--- config.mk ---
export PLATFORM = sky130hd
export DESIGN_NAME = bp_me_mem_cmd_arbiter
export DESIGN_NICKNAME = d
export VERILOG_FILES = /design/src/rtl/bp_me_mem_cmd_arbiter.sv
export SDC_FILE = /design/constraint.sdc
export NUM_CORES = 1
export LEC_CHECK = 0
export ABC_AREA = 1
export CAP_MARGIN = 40
export CORE_AREA = 10 10 592 594
export DETAILED_ROUTE_END_ITERATION = 7
export DIE_AREA = 0 0 602 604
export GPL_TIMING_DRIVEN = 1
export HOLD_SLACK_MARGIN = 0.05
export SETUP_SLACK_MARGIN = 0.5
export SLEW_MARGIN = 20
export SYNTH_ARGS = -nofsm -noshare
export SYNTH_HDL_FRONTEND = slang
export SYNTH_SLANG_ARGS = --single-unit
--- constraint.sdc ---
create_clock -name clk_i -period 2.16 [get_ports clk_i]
set_input_delay 0.432 -clock clk_i [delete_from_list [all_inputs] [get_ports clk_i]]
set_output_delay 0.432 -clock clk_i [all_outputs]
set_load 0.05 [all_outputs]
--- src/rtl/bp_me_mem_cmd_arbiter.sv ---
// Two-requester arbiter onto one cce_mem port: registered command issue, credit-bounded
// in-flight count, in-order response steering by requester tag. Define BP_MEM_ARB_FIXED_PRIO_EN for fixed priority.
module bp_me_mem_cmd_arbiter #(
  parameter int unsigned msg_width_p       = 256,
  parameter int unsigned max_outstanding_p = 8
) (
  input  logic                   clk_i,
  input  logic                   reset_n_i,

  input  logic [msg_width_p-1:0] req0_cmd_i,
  input  logic                   req0_cmd_v_i,
  output logic                   req0_cmd_ready_o,
  output logic [msg_width_p-1:0] req0_resp_o,
  output logic                   req0_resp_v_o,
  input  logic                   req0_resp_yumi_i,

  input  logic [msg_width_p-1:0] req1_cmd_i,
  input  logic                   req1_cmd_v_i,
  output logic                   req1_cmd_ready_o,
  output logic [msg_width_p-1:0] req1_resp_o,
  output logic                   req1_resp_v_o,
  input  logic                   req1_resp_yumi_i,

  output logic [msg_width_p-1:0] mem_cmd_o,
  output logic                   mem_cmd_v_o,
  input  logic                   mem_cmd_ready_i,
  input  logic [msg_width_p-1:0] mem_resp_i,
  input  logic                   mem_resp_v_i,
  output logic                   mem_resp_yumi_o,

  output logic                   error_o
);

  localparam int unsigned cnt_w_lp = $clog2(max_outstanding_p + 1);
  localparam int unsigned ptr_w_lp = $clog2(max_outstanding_p);

  logic [msg_width_p-1:0]       data_q, data_d;
  logic                         full_q, full_d;
  logic [cnt_w_lp-1:0]          cnt_q, cnt_d;
  logic [ptr_w_lp-1:0]          wr_q, wr_d, rd_q, rd_d;
  logic [max_outstanding_p-1:0] tag_q, tag_d;
  logic                         error_q, error_d;

  logic fifo_empty, head_id, resp_v, yumi, credit_ok, load_en;
  logic grant0, grant1, accept;

  // Tag FIFO occupancy always equals the credit count, so cnt_q doubles as its level.
  always_comb begin
    fifo_empty = (cnt_q == '0);
    head_id    = tag_q[rd_q];
    resp_v     = reset_n_i & mem_resp_v_i & ~fifo_empty;
    yumi       = resp_v & (head_id ? req1_resp_yumi_i : req0_resp_yumi_i);
    credit_ok  = (cnt_q != cnt_w_lp'(max_outstanding_p)) | yumi;
    load_en    = reset_n_i & (~full_q | mem_cmd_ready_i) & credit_ok;
  end

`ifdef BP_MEM_ARB_FIXED_PRIO_EN
  always_comb begin
    grant0 = req0_cmd_v_i;
    grant1 = ~req0_cmd_v_i & req1_cmd_v_i;
  end
`else
  logic rr_q, rr_d;

  // rr_q=1 favours req1; after any grant the pointer moves to the other side.
  always_comb begin
    grant0 = req0_cmd_v_i & (~req1_cmd_v_i | ~rr_q);
    grant1 = req1_cmd_v_i & (~req0_cmd_v_i |  rr_q);
    rr_d   = (load_en & (grant0 | grant1)) ? grant0 : rr_q;
  end

  always_ff @(posedge clk_i) begin
    if (!reset_n_i) rr_q <= 1'b0;
    else            rr_q <= rr_d;
  end
`endif

  always_comb begin
    accept  = load_en & (grant0 | grant1);
    full_d  = accept | (full_q & ~mem_cmd_ready_i);
    data_d  = accept ? (grant1 ? req1_cmd_i : req0_cmd_i) : data_q;
    tag_d   = tag_q;
    if (accept) tag_d[wr_q] = grant1;
    wr_d    = accept ? wr_q + ptr_w_lp'(1) : wr_q;
    rd_d    = yumi   ? rd_q + ptr_w_lp'(1) : rd_q;
    cnt_d   = cnt_q;
    if (accept & ~yumi) cnt_d = cnt_q + cnt_w_lp'(1);
    if (~accept & yumi) cnt_d = cnt_q - cnt_w_lp'(1);
    error_d = error_q | (mem_resp_v_i & fifo_empty);
  end

  always_ff @(posedge clk_i) begin
    if (!reset_n_i) begin
      data_q  <= '0;
      full_q  <= 1'b0;
      cnt_q   <= '0;
      wr_q    <= '0;
      rd_q    <= '0;
      tag_q   <= '0;
      error_q <= 1'b0;
    end else begin
      data_q  <= data_d;
      full_q  <= full_d;
      cnt_q   <= cnt_d;
      wr_q    <= wr_d;
      rd_q    <= rd_d;
      tag_q   <= tag_d;
      error_q <= error_d;
    end
  end

  always_comb begin
    req0_cmd_ready_o = load_en & grant0;
    req1_cmd_ready_o = load_en & grant1;
    mem_cmd_o        = data_q;
    mem_cmd_v_o      = reset_n_i & full_q;
    req0_resp_o      = mem_resp_i;
    req1_resp_o      = mem_resp_i;
    req0_resp_v_o    = resp_v & ~head_id;
    req1_resp_v_o    = resp_v &  head_id;
    mem_resp_yumi_o  = yumi;
    error_o          = reset_n_i & error_q;
  end

endmodule

Yosys cells after proc, flatten, opt, wreduce, memory -nomap -nowiden
Index checks and enable logic that the tools add are counted.
- word-level logic and storage cells: 62
- flip-flop bits (word level): 277
- output and inout port bits: 775
- muxes and demuxes: 9
- add/sub/neg operators: 4
- bitwise operators: 34
- $lt $le $gt $ge: 3
- reduce and logical (&&, ||, !) cells: 3
- equal/unequal tests: 1
- operator list (operator ; number):
    $mux W256 ; 1
    $and A1 B1 Y1 ; 18
    $not A1 Y1 ; 9
    $bwmux W8 ; 1
    $lt A3 B4 Y1 const B ; 2
    $mux W4 ; 2
    $or A1 B1 Y1 ; 7
    $add A3 B1 Y3 const B ; 2
    $add A4 B1 Y4 const B ; 1
    $logic_not A4 Y1 ; 1
    $ne A4 B4 Y1 const B ; 1
    $sub A4 B1 Y4 const B ; 1
    $bmux W1 S3 ; 1
    $demux W1 S3 ; 1
    $ge A3 B1 Y1 const B ; 1
    $mux W1 ; 3
    $reduce_bool A2 Y1 ; 1
    $logic_and A1 B1 Y1 ; 1

Longest topological paths before layout
- depth in word-level cells: 10
- gate-level depth with buffers: 17
- gate-level depth less buffers: 16

Worst setup path before layout
No wires, ideal clock.
- kind: reg2reg
- start: register rd_q[0]
- end: register cnt_q[2]
- slack: -0.281 ns
- clock period less this slack: 2.441 ns
- arrival time: 2.326 ns
- required time: 2.045 ns
- stages on the path, launching flop included: 16
- cell sequence: dfxtp_1 -> inv_2 -> nand2_1 -> nand3_1 -> nand3_2 -> nand3_1 -> nand2_1 -> nand2_1 -> inv_1 -> ha_1 -> xor2_1 -> ha_1 -> a21oi_1 -> xor2_1 -> o21ai_0 -> inv_1
- cells in the longest elaborated chain, start to end: 10
- RTL lines (item ; line ; source):
    from (decl) ; 40 ; logic [ptr_w_lp-1:0] wr_q, wr_d, rd_q, rd_d;
    from (signal assigned) ; 106 ; rd_q <= rd_d;
    $bmux W1 S3 (*) ; 50 ; head_id = tag_q[rd_q];
    $mux W1 (not written as such) (*) ; 50 ;
    $mux W1 (*) ; 52 ; yumi = resp_v & (head_id ? req1_resp_yumi_i : req0_resp_yumi_i);
    $and A1 B1 Y1 (*) ; 52 ;
    named net mem_resp_yumi_o ; 29 ; output logic mem_resp_yumi_o,
    $or A1 B1 Y1 ; 53 ; credit_ok = (cnt_q != cnt_w_lp'(max_outstanding_p)) | yumi;
    $and A1 B1 Y1 ; 54 ; load_en = reset_n_i & (~full_q | mem_cmd_ready_i) & credit_ok;
    $and A1 B1 Y1 ; 79 ; accept = load_en & (grant0 | grant1);
    $not A1 Y1 ; 88 ; if (~accept & yumi) cnt_d = cnt_q - cnt_w_lp'(1);
    $and A1 B1 Y1 ; 88 ;
    $mux W4 / $reduce_bool A2 Y1 (equally long branches) ; -- ;
    to (signal assigned) ; 104 ; cnt_q <= cnt_d;
    to (decl) ; 39 ; logic [cnt_w_lp-1:0] cnt_q, cnt_d;
The timed path passes the listed nets; every way through them passes the cells marked *. The select of a mux whose other input is x is not followed.
A chain may end at the register's enable or synchronous reset.

Worst setup path in the final report
- start: register rd_q[0]
- end: register cnt_q[3]
- cells in the longest elaborated chain, start to end: 10
- RTL lines (item ; line):
    $bmux W1 S3 (*) ; 50
    $mux W1 (not written as such) (*) ; 50
    $mux W1 (*) ; 52
    $and A1 B1 Y1 (*) ; 52
    $or A1 B1 Y1 ; 53
    $and A1 B1 Y1 ; 54
    $and A1 B1 Y1 ; 79
    $not A1 Y1 ; 88
    $and A1 B1 Y1 ; 88
    $mux W4 / $reduce_bool A2 Y1 (equally long branches) ; --
Mark *: on every way between the ends. The rest lies on a longest branch, timed or not. The select of a mux whose other input is x is not followed.

==> Implementation_results.wiki <==
{| class="wikitable"
! Metric !! Value
|-
| Status || complete, but fails checks
|-
| Failing checks || setup timing
|-
| Initial antenna violation count || 209
|-
| Sequential cell area in the final layout || 5710 um^2
|-
| Count of H-tree levels built during CTS || 2
|-
| Cell depth of the worst flop-to-flop path || 20
|-
| Via count of the first global-routing pass || 16820
|-
| Peak fanout along the critical path || 6
|-
| Floorplan row count || 214
|-
| Total of max-cap violations || 0
|-
| Port-buffer cells || 782
|-
| Floorplan Core Area || 338000 um^2
|-
| Wire length reported by the detailed router || 296 mm
|-
| Synthesized flop and latch total || 277
|-
| Min-Delay Path Class || input port to flop
|-
| Static leakage power || 13.9 nW
|-
| CTS Root Buffer Type || sky130_fd_sc_hd__clkbuf_16
|-
| Horiz. Die Dim || 602 um
|-
| Maximum number of pins on one net before global-route repair || 126
|-
| Stages on worst setup path || 20
|-
| Setup slack after layout || -0.588 ns
|-
| Ports || 1551
|-
| DRC violations left || 0
|-
| Met2 routed WL || 135 mm
|-
| Post-synth cell types || 24
|-
| Period utilization || 127%
|-
| TritonCTS Buffers || 45
|-
| Synthesized instance count || 2344
|-
| Hpwl dp || 263 mm
|-
| GPL Wtd Cong || 0.917
|-
| Avg Synthesized Cell Area || 7.52 um^2
|-
| Average detailed-routed wire length per instance || 39.9 um
|-
| Fmax || 364 MHz
|-
| Pre-CTS setup slack || -0.662 ns
|-
| Pins Over Slew Limit || 0
|-
| Vertical extent of the die || 604 um
|-
| Crit-path most repeated cell || sky130_fd_sc_hd__buf_4
|-
| Number of warnings reported in the yosys synthesis log || 0
|-
| Count of clock tree sinks || 277
|-
| Starting Density || 5.20%
|-
| Category of the worst setup path capture point || flop
|-
| Remaining Overflow, GRT || 0
|-
| Power Total || 22.8 mW
|-
| Final antenna-violating net count || 0
|-
| Share of post-route cells with drive strength above 1 || 42.9%
|-
| Length of routed wiring on met1 || 69.2 mm
|-
| Slowest stage delay, CP || 0.39 ns
|-
| Setup Skew || 0.0414 ns
|-
| Worst setup path endpoint || cnt_q[3]$_SDFFE_PN0P_
|-
| Hold Crit Depth || 4
|-
| Number of filler instances in the final layout || 39125
|-
| Slack of the worst reg-to-reg path || -0.59 ns
|-
| Worst path top cell family by delay || simple AND/OR/NAND/NOR gates
|-
| Maximum ir drop on the vdd rail || 0.541 mV
|-
| Total Die Area || 364000 um^2
|-
| Amount of wire on met3 after detailed routing || 77.8 mm
|-
| WP data arrival || 3.31 ns
|-
| CP startpoint || rd_q[0]$_SDFFE_PN0P_
|-
| Number of DRC markers in iteration 0 || 1537
|-
| Synth-to-Final Area Change || 97.4%
|-
| Count of endpoints failing setup in the final report || 269
|-
| Post-synth top area cell || sky130_fd_sc_hd__dfxtp_1
|-
| Power density relative to cell area || 655 nW/um^2
|-
| Slew @ Worst Pin || 1.20 ns
|-
| Clock latency of the later-clocked register in the worst-skew pair || 0.68 ns
|-
| First-pass GRT wire length || 328 mm
|-
| Required time of the worst setup path || 2.73 ns
|-
| Proportion of netlist area held by the largest area contributor || 31.5%
|-
| Worst reg2reg path endpoint || cnt_q[3]$_SDFFE_PN0P_
|-
| Clock slew at reported path FFs || 0.06 ns
|-
| Detailed-route via count || 19166
|-
| Clock period minus final worst setup slack || 2.75 ns
|-
| Vias/cell || 2.58
|-
| TritonCTS clock tree || done
|-
| FF-to-FF Start || rd_q[0]$_SDFFE_PN0P_
|-
| Total global-route track usage || 15.1%
|-
| Number of hold violations in the final report || 0
|-
| Cell types with the largest area share after synthesis || sky130_fd_sc_hd__dfxtp_1 (31%), sky130_fd_sc_hd__buf_4 (22%), sky130_fd_sc_hd__mux2i_1 (15%)
|-
| Crit-path slowest cell || sky130_fd_sc_hd__dfxtp_4
|-
| Slew HR || 20.1%
|-
| Sequential share of the synthesized area || 31.5%
|-
| Multi-input gate area || 8540 um^2
|-
| Nets || 3582
|-
| Post-Syn Area || 17600 um^2
|-
| Type of the setup path with the least slack || flop to flop
|-
| Async set-reset flop share out of synthesis || 0%
|-
| Largest buffer count on any clock path || 3
|-
| Worst path buffer plus inverter count || 6
|-
| Length of the first detailed-routing pass in iterations || 5
|-
| Number of enable-type register cells in the synthesized netlist || 0
|-
| Cells along the critical path || inv_4, nand2_2, nand3_2, nand3_4, nand2_2, buf_4, nand2_1, nand2_1, nand2_2, clkinvlp_4, buf_4, buf_4, buf_4, ha_4, xnor2_2, nand3b_1, a21oi_2, o21ai_2, o21ai_2, a21oi_2
|-
| Net count after synthesis || 3125
|-
| RSZ-0062 raised after global routing || yes
|-
| Highest routed layer || met5
|-
| Most used flip-flop cell after synthesis || sky130_fd_sc_hd__dfxtp_1
|-
| Category of the worst setup path launch point || flop
|}
-- cells in the mapped netlist, drive strengths merged (4+ instances only) --
master	instances
buf	594
nand2	547
inv	286
a21oi	279
dfxtp	277
mux2i	256
clkbuf	39
nand4	19
nand3	13
nor3	8
o21ai	8
ha	5
nor2	5
xor2	4
-- report_power, final --
part           switching, mW  total, mW  leakage (nW)  internal (mW)
logic                   4.96       8.62          10.8           3.66
clock network           3.24       8.15         0.765           4.91
registers              0.358       6.00          2.33           5.64
total                   8.56       22.8          13.9           14.2
-- worst min-delay path, delay by kind of cell --
family                 cells  cell delay, ns
buffers and inverters      2            0.27
AND/OR/NAND/NOR            2            0.11
-- final cells by class --
| type | count | share of cell area (%) |
|---|---|---|
| antenna | 64 | 0.460 |
| clock buffer | 61 | 3.58 |
| tap | 4536 | 16.3 |
| timing repair buffer | 1042 | 34.4 |
| sequential | 277 | 16.4 |
| timing repair inverter | 1 | 0.0576 |
| clock inverter | 20 | 0.950 |
| multi-input combinational | 1148 | 24.6 |
| inverter | 286 | 3.22 |
-- repair_timing --
| action | in CTS | in global routing |
|---|---|---|
| setup endpoints to repair | 527 | 474 |
| endpoints found under the hold margin | 1 | 0 |
| gates cloned | 40 | 14 |
| hold buffers | 1 | 0 |
| setup buffers | 53 | 17 |
| resized for setup | 1151 | 607 |
| pin swaps | 11 | 41 |
-- per-layer routing --
metal	vias to the layer above	GRT usage (%)
li1	7818	-
met1	8544	10.5
met2	2041	24.3
met3	605	18.6
met5	-	1.11
met4	158	5.30
-- cell families after synthesis --
group | after synthesis | share of synthesized area, %
adder cells (fa/ha/maj) | 5 | 0.355
multiplexers | 256 | 14.5
flip-flops | 277 | 31.5
XOR/XNOR | 5 | 0.249
AO/OA/AOI/OAI | 288 | 8.27
buffers and inverters | 919 | 31.9
AND/OR/NAND/NOR | 594 | 13.2
-- cell usage in the layout (no fill, tap or decap), types with 64 or more instances in the layout --
master,synthesis,layout
sky130_fd_sc_hd__clkdlybuf4s50_1,0,518
sky130_fd_sc_hd__nand2_1,546,299
sky130_fd_sc_hd__inv_1,284,278
sky130_fd_sc_hd__mux2i_1,256,256
sky130_fd_sc_hd__buf_4,512,235
sky130_fd_sc_hd__a21oi_2,0,215
sky130_fd_sc_hd__nand2_2,1,164
sky130_fd_sc_hd__dfxtp_1,277,157
sky130_fd_sc_hd__dfxtp_2,0,114
sky130_fd_sc_hd__buf_8,0,87
sky130_fd_sc_hd__buf_6,23,85
sky130_fd_sc_hd__nand2_4,0,84
sky130_fd_sc_hd__diode_2,0,64
-- sequential cells by signal, indices dropped and copies added, names as in the netlist --
register	cells
cnt_q	4
tag_q	8
rr_q	1
rd_q	3
full_q	1
error_q	1
wr_q	3
mem_cmd_o	256
-- how the worst min path moves through the flow --
stage / from / to / slack, ns
2_1_floorplan: tag_q[0]$_SDFFE_PN0P_ / tag_q[0]$_SDFFE_PN0P_ / 0.44
3_5_place_dp: tag_q[7]$_SDFFE_PN0P_ / tag_q[7]$_SDFFE_PN0P_ / 0.45
4_1_cts: reset_n_i / rd_q[2]$_SDFFE_PN0P_ / 0.05
5_1_grt: reset_n_i / rd_q[2]$_SDFFE_PN0P_ / 0.12
3_3_place_gp: tag_q[2]$_SDFFE_PN0P_ / tag_q[2]$_SDFFE_PN0P_ / 0.45
6_report: reset_n_i / rd_q[2]$_SDFFE_PN0P_ / 0.18
-- stage by stage --
step	cell area, um^2	hold slack, ns	utilization [%]	std cells	TNS [ns]
final	34800	0.180	10.3	7435	-99.78
after global routing	34700	0.124	10.3	7413	-136.59
after detailed placement	27700	0.453	8.20	7165	-95.47
after global placement	27700	0.450	8.20	7165	-89.39
after floorplan	17700	0.440	-	2344	-0.272
after CTS	32100	0.0513	9.47	7340	-99.53
Note: power is estimated with default switching activity, not from simulation.
